===== src/rtl/uart_pkg.sv =====
// Shared types and constants for the UART transmit path.
package uart_pkg;

   localparam int unsigned FRAME_BITS           = 10;
   localparam int unsigned DEFAULT_CLKS_PER_BIT = 1667;

   typedef enum logic {
      IDLE = 1'b0,
      SEND = 1'b1
   } arb_state_e;

   typedef enum logic [1:0] {
      START = 2'd0,
      DATA  = 2'd1,
      STOP  = 2'd2
   } bit_phase_e;

   // Which part of the 8N1 frame a bit index falls in.
   function automatic bit_phase_e phase_of(input logic [3:0] idx);
      if (idx == 4'd0) begin
         return START;
      end else if (idx == 4'(FRAME_BITS - 1)) begin
         return STOP;
      end else begin
         return DATA;
      end
   endfunction

endpackage


===== src/rtl/uart_tx_serializer.sv =====
// Single-frame 8N1 shifter: start pulse in, one frame out, done on the last stop-bit cycle.
module uart_tx_serializer
   import uart_pkg::*;
#(
   parameter int unsigned CLKS_PER_BIT = DEFAULT_CLKS_PER_BIT
) (
   input  logic       clk,
   input  logic       CLR,
   input  logic       i_start,
   input  logic [7:0] i_data,
   output logic       o_tx,
   output logic       o_done
);

   localparam int unsigned    CNT_W    = $clog2(CLKS_PER_BIT);
   localparam logic [CNT_W-1:0] CNT_LAST = CNT_W'(CLKS_PER_BIT - 1);
   localparam logic [3:0]     BIT_LAST = 4'(FRAME_BITS - 1);

   logic             r_active;
   logic [CNT_W-1:0] r_cnt;
   logic [3:0]       r_bit;
   logic             r_tx;

   logic             w_bit_end;
   logic [3:0]       w_bit_next;
   logic             w_tx_next;

   // Bit boundary detection and the line level of the following bit.
   always_comb begin
      w_bit_end  = r_active && (r_cnt == CNT_LAST);
      o_done     = w_bit_end && (r_bit == BIT_LAST);
      w_bit_next = (r_bit == BIT_LAST) ? r_bit : r_bit + 4'd1;
      w_tx_next  = 1'b1;
      case (phase_of(w_bit_next))
         START:   w_tx_next = 1'b0;
         DATA:    w_tx_next = i_data[3'(w_bit_next - 4'd1)];
         STOP:    w_tx_next = 1'b1;
         default: w_tx_next = 1'b1;
      endcase
   end

   // Baud counter, bit index and registered line; the start bit goes out the cycle after start.
   always_ff @(posedge clk or posedge CLR) begin
      if (CLR) begin
         r_active <= 1'b0;
         r_cnt    <= '0;
         r_bit    <= 4'd0;
         r_tx     <= 1'b1;
      end else if (i_start && !r_active) begin
         r_active <= 1'b1;
         r_cnt    <= '0;
         r_bit    <= 4'd0;
         r_tx     <= 1'b0;
      end else if (r_active) begin
         if (w_bit_end) begin
            r_cnt <= '0;
            if (r_bit == BIT_LAST) begin
               r_active <= 1'b0;
               r_tx     <= 1'b1;
            end else begin
               r_bit <= w_bit_next;
               r_tx  <= w_tx_next;
            end
         end else begin
            r_cnt <= r_cnt + CNT_W'(1);
         end
      end
   end

   assign o_tx = r_tx;

endmodule


===== src/rtl/uart_tx_arbiter.sv =====
// Round-robin arbiter sharing one UART TX line among NUM_REQ byte producers.
module uart_tx_arbiter
   import uart_pkg::*;
#(
   parameter  int unsigned NUM_REQ      = 4,
   parameter  int unsigned CLKS_PER_BIT = DEFAULT_CLKS_PER_BIT,
   localparam int unsigned ID_W         = (NUM_REQ > 1) ? $clog2(NUM_REQ) : 1
) (
   input  logic                   clk,
   input  logic                   CLR,
   input  logic [NUM_REQ-1:0]     i_req_valid,
   input  logic [8*NUM_REQ-1:0]   i_req_data,
   output logic [NUM_REQ-1:0]     o_req_ready,
   output logic                   o_tx,
   output logic                   o_busy,
   output logic [ID_W-1:0]        o_active_id
);

   arb_state_e      r_state;
   arb_state_e      w_state_next;
   logic            r_busy;
   logic [ID_W-1:0] r_ptr;
   logic [ID_W-1:0] r_active_id;
   logic [7:0]      r_hold;

   logic            w_grant_found;
   logic [ID_W-1:0] w_grant_idx;
   logic [7:0]      w_grant_data;
   logic [ID_W-1:0] w_ptr_next;
   logic            w_accept;
   logic            w_ser_done;

   // First valid requester at or above the pointer, wrapping; plus its byte.
   always_comb begin
      int unsigned v_sum;
      v_sum         = 0;
      w_grant_found = 1'b0;
      w_grant_idx   = '0;
      w_grant_data  = 8'h00;
      for (int unsigned off = 0; off < NUM_REQ; off++) begin
         v_sum = 32'(r_ptr) + off;
         if (v_sum >= NUM_REQ) begin
            v_sum = v_sum - NUM_REQ;
         end
         if (!w_grant_found && i_req_valid[ID_W'(v_sum)]) begin
            w_grant_found = 1'b1;
            w_grant_idx   = ID_W'(v_sum);
         end
      end
      for (int i = 0; i < NUM_REQ; i++) begin
         if (w_grant_idx == ID_W'(i)) begin
            w_grant_data = i_req_data[8*i +: 8];
         end
      end
      w_ptr_next = (w_grant_idx == ID_W'(NUM_REQ - 1)) ? '0 : w_grant_idx + ID_W'(1);
   end

   // Controller next state; accepts only from IDLE and never while held in reset.
   always_comb begin
      w_state_next = r_state;
      w_accept     = 1'b0;
      case (r_state)
         IDLE: begin
            if (w_grant_found && !CLR) begin
               w_accept     = 1'b1;
               w_state_next = SEND;
            end
         end
         SEND: begin
            if (w_ser_done) begin
               w_state_next = IDLE;
            end
         end
         default: w_state_next = IDLE;
      endcase
   end

   // One-hot accept strobe in the grant cycle.
   always_comb begin
      o_req_ready = '0;
      for (int i = 0; i < NUM_REQ; i++) begin
         o_req_ready[i] = w_accept && (w_grant_idx == ID_W'(i));
      end
   end

   // Controller state and busy flag.
   always_ff @(posedge clk or posedge CLR) begin
      if (CLR) begin
         r_state <= IDLE;
         r_busy  <= 1'b0;
      end else begin
         r_state <= w_state_next;
         r_busy  <= (w_state_next == SEND);
      end
   end

   // Holding register, active index and round-robin pointer update on accept.
   always_ff @(posedge clk or posedge CLR) begin
      if (CLR) begin
         r_hold      <= 8'h00;
         r_active_id <= '0;
         r_ptr       <= '0;
      end else if (w_accept) begin
         r_hold      <= w_grant_data;
         r_active_id <= w_grant_idx;
         r_ptr       <= w_ptr_next;
      end
   end

   uart_tx_serializer #(
      .CLKS_PER_BIT (CLKS_PER_BIT)
   ) u_ser (
      .clk     (clk),
      .CLR     (CLR),
      .i_start (w_accept),
      .i_data  (r_hold),
      .o_tx    (o_tx),
      .o_done  (w_ser_done)
   );

   assign o_busy      = r_busy;
   assign o_active_id = r_active_id;

endmodule

===== config.mk =====
export PLATFORM = sky130hd
export DESIGN_NAME = uart_tx_arbiter
export DESIGN_NICKNAME = d
export VERILOG_FILES = /design/src/rtl/uart_pkg.sv /design/src/rtl/uart_tx_serializer.sv /design/src/rtl/uart_tx_arbiter.sv
export SDC_FILE = /design/constraint.sdc
export NUM_CORES = 1
export LEC_CHECK = 0
export BUFFER_PORTS_ARGS = -buffer_cell sky130_fd_sc_hd__buf_2
export CAP_MARGIN = 40
export CORE_ASPECT_RATIO = 1.2
export CORE_MARGIN = 2
export CORE_UTILIZATION = 55
export CTS_CLUSTER_DIAMETER = 100
export DETAILED_ROUTE_END_ITERATION = 8
export GPL_TIMING_DRIVEN = 0
export PLACE_DENSITY = 0.81
export SYNTH_ARGS = -nofsm -noshare
export SYNTH_HDL_FRONTEND = slang
export SYNTH_HIERARCHICAL = 1
export SYNTH_SLANG_ARGS = --single-unit

===== constraint.sdc =====
create_clock -name clk -period 6 [get_ports clk]
set_input_delay 0.6 -clock clk [delete_from_list [all_inputs] [get_ports clk]]
set_output_delay 0.6 -clock clk [all_outputs]
set_load 0.01 [all_outputs]

== Word level (Yosys, flattened, before mapping) ==
Cells that the tools add are included.
Storage, ports and cells
  output and inout port bits: 8
  input bits: 38
  register bits after elaboration: 30
Operators by class
  magnitude comparators: 9
  eq/ne operators: 8
  reduce and logical (&&, ||, !) cells: 23
  $add $sub $neg: 11
  muxes and demuxes: 50
  bitwise gates (word level): 1
Operators with widths (count)
  2-to-1 mux 11 bit: 3
  2-to-1 mux 8 bit: 4
  2-to-1 mux 2 bit: 11
  2-to-1 mux 1 bit: 20
  2-to-1 mux 4 bit: 5
  less-than comparator 2 x 3 -> 1 bit, second input constant: 4
  adder 11 x 1 -> 11 bit, second input constant: 1
  equality test 11 bit, second input constant: 1
  logical AND 1 bit: 11
  greater-or-equal comparator 3 bit, second input constant: 3
  binary-select mux 1 bit (select 2 bit): 4
  equality test 4 bit, second input constant: 2
  subtractor 2 x 1 -> 2 bit, second input constant: 4
  adder 2 x 2 -> 3 bit, second input constant: 2
  zero test 1 bit: 5
  adder 4 x 1 -> 4 bit, second input constant: 1
  equality test 2 x 1 -> 1 bit, second input constant: 2
  equality test 2 bit, second input constant: 2
  zero test 2 bit: 2
  zero test 4 bit: 1
  less-than comparator 3 x 4 -> 1 bit, second input constant: 1
  case mux 1 bit (2 select lines): 2
  nonzero test 2 bit: 2
  adder 2 x 1 -> 3 bit, second input constant: 1
  8 further kinds: 8

== Depth between registers and ports, before layout ==
  word-level depth: 20
  depth in mapped cells: 9
  mapped depth without buffers: 9

== Hierarchy ==
Netlist, hierarchy kept.
By module, submodules not included
  uart_tx_serializer: cells each 120, area each 1096.1 um^2, sequential area each 426.7 um^2, times used 1
  uart_tx_arbiter: cells each 116, area each 973.4 um^2, sequential area each 325.3 um^2, times used 1

== Least setup slack after synthesis ==
No wires, ideal clock.
  kind: input-to-output
  from: input i_req_valid[2]
  to: output o_req_ready[3]
  stages: 7
  setup slack: 3.298 ns
  arrival time: 2.102 ns
  path buffers: 2
  data required time: 5.400 ns
  cell sequence: nor2b_1 o21ai_0 and3_1 ha_1 clkbuf_1 clkbuf_1 and3_1
RTL lines
  start, declared: line uart_tx_arbiter.sv:11  | input logic [NUM_REQ-1:0] i_req_valid,
  binary-select mux 1 bit (select 2 bit): line uart_tx_arbiter.sv:45  | if (!w_grant_found && i_req_valid[ID_W'(v_sum)]) begin
  2-to-1 mux 1 bit (not written as such): line uart_tx_arbiter.sv:45
  2-to-1 mux 1 bit: line uart_tx_arbiter.sv:45
  zero test 1 bit: line uart_tx_arbiter.sv:45
  logical AND 1 bit: line uart_tx_arbiter.sv:45
  2-to-1 mux 1 bit: line uart_tx_arbiter.sv:45
  zero test 1 bit: line uart_tx_arbiter.sv:45
  logical AND 1 bit: line uart_tx_arbiter.sv:45
  2-to-1 mux 1 bit: line uart_tx_arbiter.sv:45
  zero test 1 bit: line uart_tx_arbiter.sv:45
  logical AND 1 bit: line uart_tx_arbiter.sv:45
  2-to-1 mux 2 bit (*): line uart_tx_arbiter.sv:45
  net w_grant_idx[0]: line uart_tx_arbiter.sv:27  | logic [ID_W-1:0] w_grant_idx;
  equality test 2 bit (*): line uart_tx_arbiter.sv:82  | o_req_ready[i] = w_accept && (w_grant_idx == ID_W'(i));
  logical AND 1 bit (*): line uart_tx_arbiter.sv:82
  end, declared: line uart_tx_arbiter.sv:13  | output logic [NUM_REQ-1:0] o_req_ready,
The timed path passes the listed nets; every way through them passes the cells marked *. The select of a mux whose other input is x is not followed.

== Worst setup path in the final report ==
Same ends and word-level chain as after synthesis.

==> impl_results.md <==
* # diodes at 0
* Via density at 5.55
* Synth Cell Area at 0.00207 sq mm
* Sequential share of the synthesized area at 36.3%
* Total grt overflow at 0
* Most common cell after layout, fill and taps aside: buf_2
* XOR/XNOR Fraction of Synth Area at 2.12%
* CTS root buffer: clkbuf_8
* Vias in the first global route at 1853
* Dpl cells at 333
* TNS Setup at 0 ns
* Peak supply drop at 128 uV
* Die height at 71.2 microns
* CP endpoint kind: output port
* Max Cap Violations at 0
* Cell Chain, Critical Path: buf_2 > nor2b_1 > o21ai_0 > and3_1 > ha_1 > clkbuf_1 > clkbuf_1 > and3_1 > buf_2
* Placed wire-length estimate at 3.48 mm
* First drt pass iteration count at 4
* Synth async-reset ratio at 100%
* Syn. warnings at 6
* Post-Synth Adder-Cell Area at under 10%
* Cts hold-fix bufs at 0
* Post-synth EDFFs at 0
* WS Path Type: input pin to output port
* Iteration-0 DRC Markers at 76
* Fillers at between 300 and 400
* Post-Synth Simple-Gate Area at 23.9%
* Vias post-DR at 1893
* Post-DRT Antenna Nets at 0
* Share of post-route cells with drive strength above 1 at about a quarter
* Layout Skew at 0.00885 ns
* Most frequent cells in the layout: 46 x buf_2, 29 x dfrtp_1, 25 x a21oi_1
* TritonCTS Buffers at 5
* WL per Instance at 13.0 microns
* Post-CTS Setup Bufs at 0
* Largest family of logic cells by synthesized area: simple AND/OR/NAND/NOR gates
* CTS H-Tree Depth at 2
* Die area at 0.00427 sq mm
* CP Launch Type: input pin
* Gpl congestion at 0.803
* Initial antenna violation count at 0
* Most used DFF post-synth: dfrtp_1
* Final wirelength at 4.45 mm
* Final hold slack at 0.343 ns
* Slowest Stage Delay on Critical Path at between 0.3 and 0.4 ns
* Finished Layout Cells at 341
* Outcome: finished clean
* Gr usage total at 24.0%
* NumNets Final at about 340
* Syn Area/Cell at between 8 and 9 sq um
* CP delay by family, top: buffers and inverters
* IO Port Bufs at 45
* RSZ-0062 raised after global routing: no
* #FFs+latches synth at 30
* Std-Cell Core Area at 0.00363 sq mm
* Worst-skew pair later-pin latency at around 0.28 ns
* CP max-delay cell: o21ai_0
* Worst path arrival time at 2.62 ns
* Req. time, crit path at roughly 5.4 ns
* Tmin final at 3.22 ns
* Power per Cell Area at 216 mW/mm^2
* Clock-pin slew on the worst setup and hold paths at 0.07 ns
* Synth Instances at 236
* Hold Path Class: input pin to asynchronous set/reset pin
* Pin count of the biggest net entering global routing at 18
* Netlist cell types at between 50 and 60
* CTS sink count at 30
* DRC at 0
* Final Hold Fails at 0
* Final period util at 53.7%
* Clock Path Buffers at 2
* Worst slew margin at 57.1%
* Critical-path maximum fanout at 10
* Worst Max-Slew Pin Slew at 0.643 ns
* CTS tree: yes
* Die width at 60.0 microns
* IO Pins at 46
* # rows at 24
* Post-CTS Resized at 0
* Syn-to-layout area delta at 18.0%
* Initial Utilization at 57.0%
* Setup violators final at 0
* Compound-gate portion of the synthesized area at 21.9%
* Fmax at ~0.31 GHz
* Mux cell area share after synthesis at 4.47%
* Mapped Nets at 283
* Worst path bufs/invs at 4
* Global-route wire length before repair at 7.93 mm
* Leak at 1.17 nW
* Slew Viols, Final at 0
-- metrics by stage --
step | util (%) | instance area [sq um] | power [mW] | setup WS, ns
floorplan | - | 2070 | 0.340 | 3.30
global placement | 64.9 | 2360 | 0.373 | 2.83
detailed placement | 64.9 | 2360 | 0.376 | 2.80
CTS | 67.2 | 2440 | 0.531 | 2.79
global route | 67.2 | 2440 | 0.563 | 2.56
finish | 67.2 | 2440 | 0.527 | 2.78
-- worst paths after layout --
path	from	endpoint	cells past startpoint	slack, ns
setup / recovery	i_req_valid[2]	o_req_ready[3]	9	2.78
hold / removal	CLR	o_active_id[1]	2	0.34
setup reg to reg	r_ptr[1]	r_hold[6]	8	3.59
hold reg to reg	o_active_id[1]	o_active_id[1]	2	0.50
max in group asynchronous	CLR	u_ser/r_bit[2]	2	5.16
min in group clk	o_active_id[1]	o_active_id[1]	2	0.50
-- worst reg2reg max path, stage by stage (launching register included) --
cell	delay, ns
dfrtp_1	0.41
nand2_1	0.07
a311oi_1	0.43
or2_2	0.21
ha_1	0.25
clkbuf_1	0.34
a21oi_1	0.13
a221o_1	0.34
a31oi_1	0.15
-- sequential cells by signal, indices dropped and copies added (netlist names) --
register / count
o_busy: 1
u_ser/r_cnt: 11
r_ptr: 2
u_ser/r_active: 1
u_ser/o_tx: 1
r_hold: 8
o_active_id: 2
u_ser/r_bit: 4
-- cells in the mapped netlist (all sizes together), types with 2 or more instances --
cell,count,share of area (%)
a21oi,26,6.5
a221o,8,3.9
a31oi,9,2.7
a41oi,2,0.85
and2,2,0.60
and3,6,1.9
buf,3,0.97
clkbuf,8,1.5
dfrtp,29,35
ha,9,5.4
inv,18,3.4
mux2,2,1.3
mux2i,4,1.9
nand2,24,4.7
nand2b,4,1.2
nand3,9,2.2
nand3b,11,4.0
nor2,13,2.7
nor2b,5,1.5
nor3,2,0.48
nor4,2,1.3
o21ai,11,2.7
o22ai,4,1.2
o31ai,2,0.73
or2,2,0.60
or4,3,1.6
xnor2,2,0.85
xor2,3,1.3
-- final cells by class --
| type | count | area, sq um | area share, % |
|---|---|---|---|
| clock buffers | 6 | 72.6 | 2.97 |
| inverters | 18 | 70.1 | 2.87 |
| plain buffers | 11 | 51.3 | 2.10 |
| clock inverters | 2 | 10.0 | 0.410 |
| repair buffers | 45 | 225 | 9.22 |
| multi-input cells | 177 | 1200 | 49.0 |
| flip-flops and latches | 30 | 752 | 30.8 |
| well taps | 52 | 65.1 | 2.66 |
-- metal layers --
layer / part of all wire, % / vias up / track usage (%)
met5: 0 / - / 0
met4: 1.8 / 0 / 9.63
met3: 3.8 / 7 / 4.39
met2: 52 / 48 / 40.7
met1: 42 / 876 / 29.4
li1: - / 962 / -
-- kinds of logic after synthesis --
group	after synthesis
DFF	30
muxes	7
xor gates and xnor gates	5
and+or+nand+nor	86
buffers and inverters	29
adders and majority gates	9
AOI/OAI and AO/OA	70
-- power breakdown --
group	internal [mW]	switching (mW)
logic	0.0632	0.0640
registers	0.223	0.0228
clock network	0.0801	0.0736
(Power assumes the default switching activity.)
